<file path="src/rtl/small_fifo_pkg.sv">
// Shared sizing helpers for the small FWFT FIFO and its LUT-RAM store.
package small_fifo_pkg;

   function automatic int fifo_depth(input int aw);
      return 1 << aw;
   endfunction

   function automatic int count_width(input int aw);
      return aw + 1;
   endfunction

endpackage

</file>
<file path="src/rtl/small_mem_dp.sv">
// Simple dual-port distributed RAM: synchronous write, asynchronous read.
module small_mem_dp #(
   parameter int addr_width = 3,
   parameter int data_width = 9
) (
   input  logic                  CLK,
   input  logic                  WE,
   input  logic [addr_width-1:0] WA,
   input  logic [data_width-1:0] D,
   input  logic [addr_width-1:0] RA,
   output logic [data_width-1:0] O
);

   logic [data_width-1:0] mem [2**addr_width];

   always_ff @(posedge CLK) begin
      if (WE) begin
         mem[WA] <= D;
      end
   end

   assign O = mem[RA];

endmodule

</file>
<file path="src/rtl/small_fifo.sv">
// First-word-fall-through FIFO with occupancy count and sticky error flags.
module small_fifo
   import small_fifo_pkg::*;
#(
   parameter int DATA_WIDTH  = 9,
   parameter int ADDR_WIDTH  = 3,
   parameter int AFULL_LEVEL = 6
) (
   input  logic                  CLK,
   input  logic                  RST_N,
   input  logic                  FLUSH,
   input  logic                  WR_EN,
   input  logic [DATA_WIDTH-1:0] WR_DATA,
   input  logic                  RD_EN,
   output logic [DATA_WIDTH-1:0] RD_DATA,
   output logic                  EMPTY,
   output logic                  FULL,
   output logic                  AFULL,
   output logic [ADDR_WIDTH:0]   COUNT,
   output logic                  OVF,
   output logic                  UDF
);

   localparam int DEPTH = fifo_depth(ADDR_WIDTH);
   localparam int CW    = count_width(ADDR_WIDTH);

   if (ADDR_WIDTH < 1) begin : g_bad_aw
      $error("small_fifo: ADDR_WIDTH must be >= 1");
   end
   if (AFULL_LEVEL < 1 || AFULL_LEVEL > DEPTH) begin : g_bad_af
      $error("small_fifo: AFULL_LEVEL out of range");
   end

   logic [ADDR_WIDTH-1:0] wr_ptr;
   logic [ADDR_WIDTH-1:0] rd_ptr;
   logic [CW-1:0]         count;
   logic                  ovf;
   logic                  udf;
   logic                  push_ok;
   logic                  pop_ok;
   logic                  mem_we;

   // Flags come from the registered count only, never from the requests.
   assign EMPTY = (count == '0);
   assign FULL  = (count == CW'(DEPTH));
   assign AFULL = (count >= CW'(AFULL_LEVEL));
   assign COUNT = count;
   assign OVF   = ovf;
   assign UDF   = udf;

   assign push_ok = WR_EN & (~FULL | RD_EN);
   assign pop_ok  = RD_EN & ~EMPTY;
   assign mem_we  = push_ok & ~FLUSH & RST_N;

   small_mem_dp #(
      .addr_width (ADDR_WIDTH),
      .data_width (DATA_WIDTH)
   ) u_mem (
      .CLK (CLK),
      .WE  (mem_we),
      .WA  (wr_ptr),
      .D   (WR_DATA),
      .RA  (rd_ptr),
      .O   (RD_DATA)
   );

   always_ff @(posedge CLK or negedge RST_N) begin
      if (!RST_N) begin
         wr_ptr <= '0;
         rd_ptr <= '0;
         count  <= '0;
         ovf    <= 1'b0;
         udf    <= 1'b0;
      end else if (FLUSH) begin
         wr_ptr <= '0;
         rd_ptr <= '0;
         count  <= '0;
         ovf    <= 1'b0;
         udf    <= 1'b0;
      end else begin
         if (push_ok) begin
            wr_ptr <= wr_ptr + 1'b1;
         end
         if (pop_ok) begin
            rd_ptr <= rd_ptr + 1'b1;
         end
         if (push_ok && !pop_ok) begin
            count <= count + 1'b1;
         end else if (pop_ok && !push_ok) begin
            count <= count - 1'b1;
         end
         if (WR_EN && !push_ok) begin
            ovf <= 1'b1;
         end
         if (RD_EN && !pop_ok) begin
            udf <= 1'b1;
         end
      end
   end

endmodule

</file>
<file path="config.mk">
export PLATFORM = sky130hd
export DESIGN_NAME = small_fifo
export DESIGN_NICKNAME = d
export VERILOG_FILES = /design/src/rtl/small_fifo_pkg.sv /design/src/rtl/small_mem_dp.sv /design/src/rtl/small_fifo.sv
export SDC_FILE = /design/constraint.sdc
export NUM_CORES = 1
export LEC_CHECK = 0
export BUFFER_PORTS_ARGS = -buffer_cell sky130_fd_sc_hd__buf_2
export CAP_MARGIN = 20
export CELL_PAD_IN_SITES_DETAIL_PLACEMENT = 0
export CELL_PAD_IN_SITES_GLOBAL_PLACEMENT = 1
export CORE_ASPECT_RATIO = 1.25
export CORE_UTILIZATION = 40
export CTS_BUF_LIST = sky130_fd_sc_hd__clkbuf_8
export DETAILED_ROUTE_END_ITERATION = 8
export GPL_ROUTABILITY_DRIVEN = 0
export GPL_TIMING_DRIVEN = 0
export PLACE_DENSITY = 0.72
export SLEW_MARGIN = 40
export SYNTH_ARGS = -nofsm -noshare
export SYNTH_HDL_FRONTEND = slang
export SYNTH_SLANG_ARGS = --single-unit
</file>
<file path="constraint.sdc">
create_clock -name CLK -period 2.9 [get_ports CLK]
set_input_delay 0 -clock CLK [delete_from_list [all_inputs] [get_ports CLK]]
set_output_delay 0 -clock CLK [all_outputs]
set_load 0.02 [all_outputs]
</file>
# Word level (Yosys, flattened, before mapping)
# Memories as Yosys holds them, arrays and structs flattened.
# Cells that the tools add are included.
dict set report word_totals {
  register_bits 12
  mem_bits_rw 72
  input_bits 14
  out_inout_bits 18
  elab_cells 45
  n_memories 1
}
# memory words word_bits rd rd_clocked_by_memory_dff write_ports line_no
set memory_table {}
lappend memory_table {u_mem.mem 8 9 1 0 1 small_mem_dp.sv:14} ;# logic [data_width-1:0] mem [2**addr_width];
dict set report op_classes {
  n_addsub 4
  order_cmp 1
  n_eq_ne 1
  muxes 13
  bitwise_logic 8
  n_reduce_logical 12
}
# op n
set op_table {}
lappend op_table {{2-to-1 mux 3 bit} 4}
lappend op_table {{2-to-1 mux 4 bit} 3}
lappend op_table {{nonzero test 2 bit} 4}
lappend op_table {{adder 3 x 1 -> 3 bit, second input constant} 2}
lappend op_table {{2-to-1 mux 1 bit} 6}
lappend op_table {{adder 4 x 1 -> 4 bit, second input constant} 1}
lappend op_table {{AND 1 bit} 4}
lappend op_table {{equality test 4 bit, second input constant} 1}
lappend op_table {{>= comparator 4 x 3 -> 1 bit, second input constant} 1}
lappend op_table {{logical AND 1 bit} 4}
lappend op_table {{logical NOT 4 bit} 1}
lappend op_table {{subtractor 4 x 1 -> 4 bit, second input constant} 1}
lappend op_table {{inverter 1 bit} 3}
lappend op_table {{nonzero test 3 bit} 1}
lappend op_table {{logical NOT 1 bit} 2}
lappend op_table {{bitwise OR 1 bit} 1}

# Logic depth before layout (Yosys ltp)
dict set report depth {
  depth_word 9
  mapped_depth 8
  depth_no_buf 7
}

# By module
# A second synthesis with hierarchy kept.
dict set report hier_totals {
  cells_unflattened 195
  hier_area_um2 3595.9
}
# mod instances cells_per_inst area_each_um2 seq_area_each_um2
set modules_own_cells {}
lappend modules_own_cells {small_mem_dp 1 117 2839.0 2162.1}
lappend modules_own_cells {small_fifo 1 78 757.0 300.3}

# Worst setup path after synthesis
# No wires, ideal clock.
dict set report synth_timing {
  path_type {reg2reg}
  start {register count[3], in the netlist COUNT[3]}
  end {memory u_mem.mem[2][0], enable pin}
  setup_ps 387
  arrival_ps 2054
  required_ps 2513
  slack_ps 460
  stages_incl_launch_ff 6
  path_cell_list {dfrtp_1 > buf_4 > or4b_4 > o21ai_4 > or3_2 > nor3_1}
}
dict set report synth_via {
  elab_chain_cells 8
}
# item line_no
set synth_lines {}
lappend synth_lines {{start: declaration} small_fifo.sv:36} ;# logic [CW-1:0] count;
lappend synth_lines {{start signal: assignment} small_fifo.sv:88} ;# count <= count + 1'b1;
lappend synth_lines {{start signal: assignment} small_fifo.sv:90} ;# count <= count - 1'b1;
lappend synth_lines {{equality test 4 bit} small_fifo.sv:45} ;# assign FULL = (count == CW'(DEPTH));
lappend synth_lines {{inverter 1 bit} small_fifo.sv:51} ;# assign push_ok = WR_EN & (~FULL | RD_EN);
lappend synth_lines {{bitwise OR 1 bit} small_fifo.sv:51}
lappend synth_lines {{AND 1 bit} small_fifo.sv:51}
lappend synth_lines {{AND 1 bit (2 in a row)} small_fifo.sv:53} ;# assign mem_we = push_ok & ~FLUSH & RST_N;
lappend synth_lines {{2-to-1 mux 1 bit} small_mem_dp.sv:17} ;# if (WE) begin
lappend synth_lines {{2-to-1 mux 1 bit (implied by the code)} small_mem_dp.sv:18} ;# mem[WA] <= D;
lappend synth_lines {{end: declaration} small_mem_dp.sv:14}
# Every way passes these cells.

# Final worst setup path
dict set report layout_timing {
  start {register count[3], in the netlist COUNT[3]}
  end {memory u_mem.mem[3][0], enable pin}
}
# The elaborated chain is that of the path after synthesis.

==> impl_metrics.tcl <==
set metrics [dict create \
    status "finished clean" \
    syn_area_mm2 0.00353 \
    avgViaCountPerCell 5.01 \
    drc 0 \
    nFillCells 716 \
    multi_input_area_mm2 0.00101 \
    grt_pass1_wl_um 10300 \
    post-cts-setup-buffers 0 \
    hold_viol 0 \
    seqCellArea_mm2 0.00246 \
    hpwl_um 4080 \
    synth-seq-area-share_pct 69.8 \
    firstDrtPassIters 4 \
    p_per_area_mw_per_mm2 792 \
    setup_violations 0 \
    tightestPinTransition_ns 0.767 \
    postSynth.asyncResetShare_pct 14.3 \
    dieArea_mm2 0.00920 \
    required_ns 2.96 \
    timing.fmax_mhz 422 \
    synth-edff-count 72 \
    final_nets 267 \
    clock_skew_ns 0.00981 \
    final_max_slew_viol_count 0 \
    leakage_nw 1.47 \
    synth.net_count 214 \
    fin_cells 369 \
    cts.sinks 84 \
    io_pins 32 \
    cp_max_fo 10 \
    portBuffers 29 \
    dp_cells 343 \
    yosysUniqueCellTypes 40 \
    routed_wl_um 6570 \
    core_mm2 0.00838 \
    ir_drop_mv 0.389 \
    worstPathArrival_ns 2.43 \
    setup.worst_path.class "flip-flop to flip-flop" \
    met1Wirelength_um 2830 \
    synthFlopType "edfxtp_1" \
    start_util_pct 42.1 \
    grt_pass1_vias 1941 \
    wl_per_cell_um 17.8 \
    vias 1849 \
    cts-root-buf "clkbuf_8" \
    end_kind "flip-flop" \
    grt_overflow 0 \
    grt_max_degree 17 \
    insertion_delay_ns 0.35 \
    syn_to_final_growth_pct 17.7 \
    hp-class "input port to flip-flop" \
    cts_hold_buffers 11 \
    stdcell_area_mm2 0.00415 \
    syn_inst 195 \
    ant_nets 0 \
    start_kind "flip-flop" \
    gr-usage-all-layers_pct 16.1 \
    clkTransAtPathRegs_ns 0.08 \
    die_x_um 86.0 \
    ys_seq_elements 84 \
    slew-limit-headroom_pct 48.9 \
    yosysWarningCount 0 \
    final_util_pct 49.5 \
    wl_met3_um 209 \
    grt_setup_unrepaired "false" \
    tns_ns 0 \
    antenna_cells 0 \
    cts_max_path_buffers 2 \
    cts_resized 0 \
    fin_crit_ns 2.37 \
    top_layer_used "met4" \
    placed_area_mm2 0.00386 \
    dr_wl_met2_um 3380 \
    die_h_um 107 \
    drv_cap 0 \
    antenna_found_initial 0 \
    avgSynthCellArea_um2 18.1 \
    fp-row-count 37 \
    min_period_over_period_pct 81.8 \
    cts_tree "done" \
    htree_levels 3 \
    numCtsBuffers 9 \
    drtIter0Drc 53 \
    final_layout_size_suffix_gt1_share_pct 36.5 \
]
[worst paths after layout]
kind / from / endpoint / slack [ns] / cells after the start
worst max-delay path: COUNT[3] / u_mem.mem[3][0] / 0.53 / 6
worst min-delay path: RD_EN / UDF / 0.04 / 3
worst max register to register: COUNT[3] / u_mem.mem[3][0] / 0.53 / 6
worst min register to register: UDF / UDF / 0.51 / 2
max in group asynchronous: RST_N / COUNT[3] / 2.56 / 2
min in group asynchronous: RST_N / rd_ptr[0] / 0.08 / 2
[layout by cell type, fill, tap and decap left out, types with 2 or more instances in the layout]
cell           instances
a211oi_1               2
a21oi_1                4
buf_2                 32
buf_4                  3
buf_6                  3
clkbuf_8               9
clkinvlp_4             2
dfrtp_1               12
dlygate4sd3_1         11
edfxtp_1              72
ha_1                   4
inv_1                  5
mux2_2                 9
mux2i_1                2
mux4_2                18
nand2_1                4
nand3_1                2
nand3b_1               3
nor2_1                14
nor2_2                 6
nor3_1                 2
nor3_2                 2
o211ai_1               2
xnor2_1                3
xor2_1                 3
[power by group]
part           internal (mW)  switching [mW]  leakage (nW)
clock                  0.386           0.401        0.0899
combinational          0.500           0.572         0.567
sequential              1.37          0.0577         0.809
total                   2.25            1.03          1.47
[cell type report]
cell class | count | share of cell area (%)
Tap cell | 117 | 3.53
Multi-Input combinational cell | 97 | 24.2
Timing Repair Buffer | 42 | 6.51
Clock buffer | 9 | 2.98
Clock inverter | 6 | 1.39
Sequential cell | 84 | 59.3
Inverter | 4 | 0.362
Buffer | 10 | 1.66
[synthesized netlist by cell type, types with 2 or more instances]
cell type / n / area [um^2]
buf_2: 3 / 15.0
nor2_1: 20 / 75.1
o211ai_1: 2 / 15.0
mux4_2: 18 / 405
inv_1: 4 / 15.0
dfrtp_1: 12 / 300
mux2_2: 9 / 101
nand3b_1: 3 / 22.5
a21oi_1: 4 / 20.0
nand2_1: 4 / 15.0
buf_6: 3 / 33.8
xor2_1: 3 / 26.3
nand3_1: 2 / 10.0
a211oi_1: 2 / 15.0
xnor2_1: 3 / 26.3
ha_1: 4 / 50.1
nor3_1: 4 / 20.0
edfxtp_1: 72 / 2160
mux2i_1: 2 / 20.0
[through the flow]
stage          power (mW)  setup slack (ns)  hold slack, ns
2_1_floorplan        2.26             0.460          -0.296
3_3_place_gp         2.52           -0.0717         -0.0685
3_5_place_dp         2.54             0.525         -0.0660
4_1_cts              3.33             0.511          0.0304
5_1_grt              3.45             0.442          0.0585
6_report             3.29             0.528          0.0446
[worst max-delay path, stage by stage, from the launching register on]
cell	delay, ns
dfrtp_1	0.39
buf_4	0.17
or4b_4	0.24
o21ai_4	0.07
or3b_1	0.49
nor3_2	0.46
buf_4	0.27
[per-layer routing]
| metal | GRT usage (%) | vias to the layer above |
|---|---|---|
| li1 | - | 870 |
| met1 | 19.5 | 934 |
| met2 | 26.6 | 35 |
| met3 | 3.23 | 10 |
| met4 | 9.40 | 0 |
| met5 | 0 | - |
[logic make-up (layout without fill, tap and decap cells)]
kind of cell,after synthesis,in the layout,synth area share [%]
buffers and inverters,14,71,2.38
XOR/XNOR,6,6,1.49
AND/OR/NAND/NOR,40,40,5.68
multiplexers,29,29,14.9
flip-flops,84,84,69.8
AO/OA/AOI/OAI,17,17,3.72
adder cells (fa/ha/maj),5,5,1.99
[flip-flops by register name, summed over array words and instances (netlist names)]
signal and cells:
COUNT 4, OVF 1, UDF 1, rd_ptr 3, u_mem.mem 72, wr_ptr 3
No activity file was read; power rests on OpenSTA's default activity.
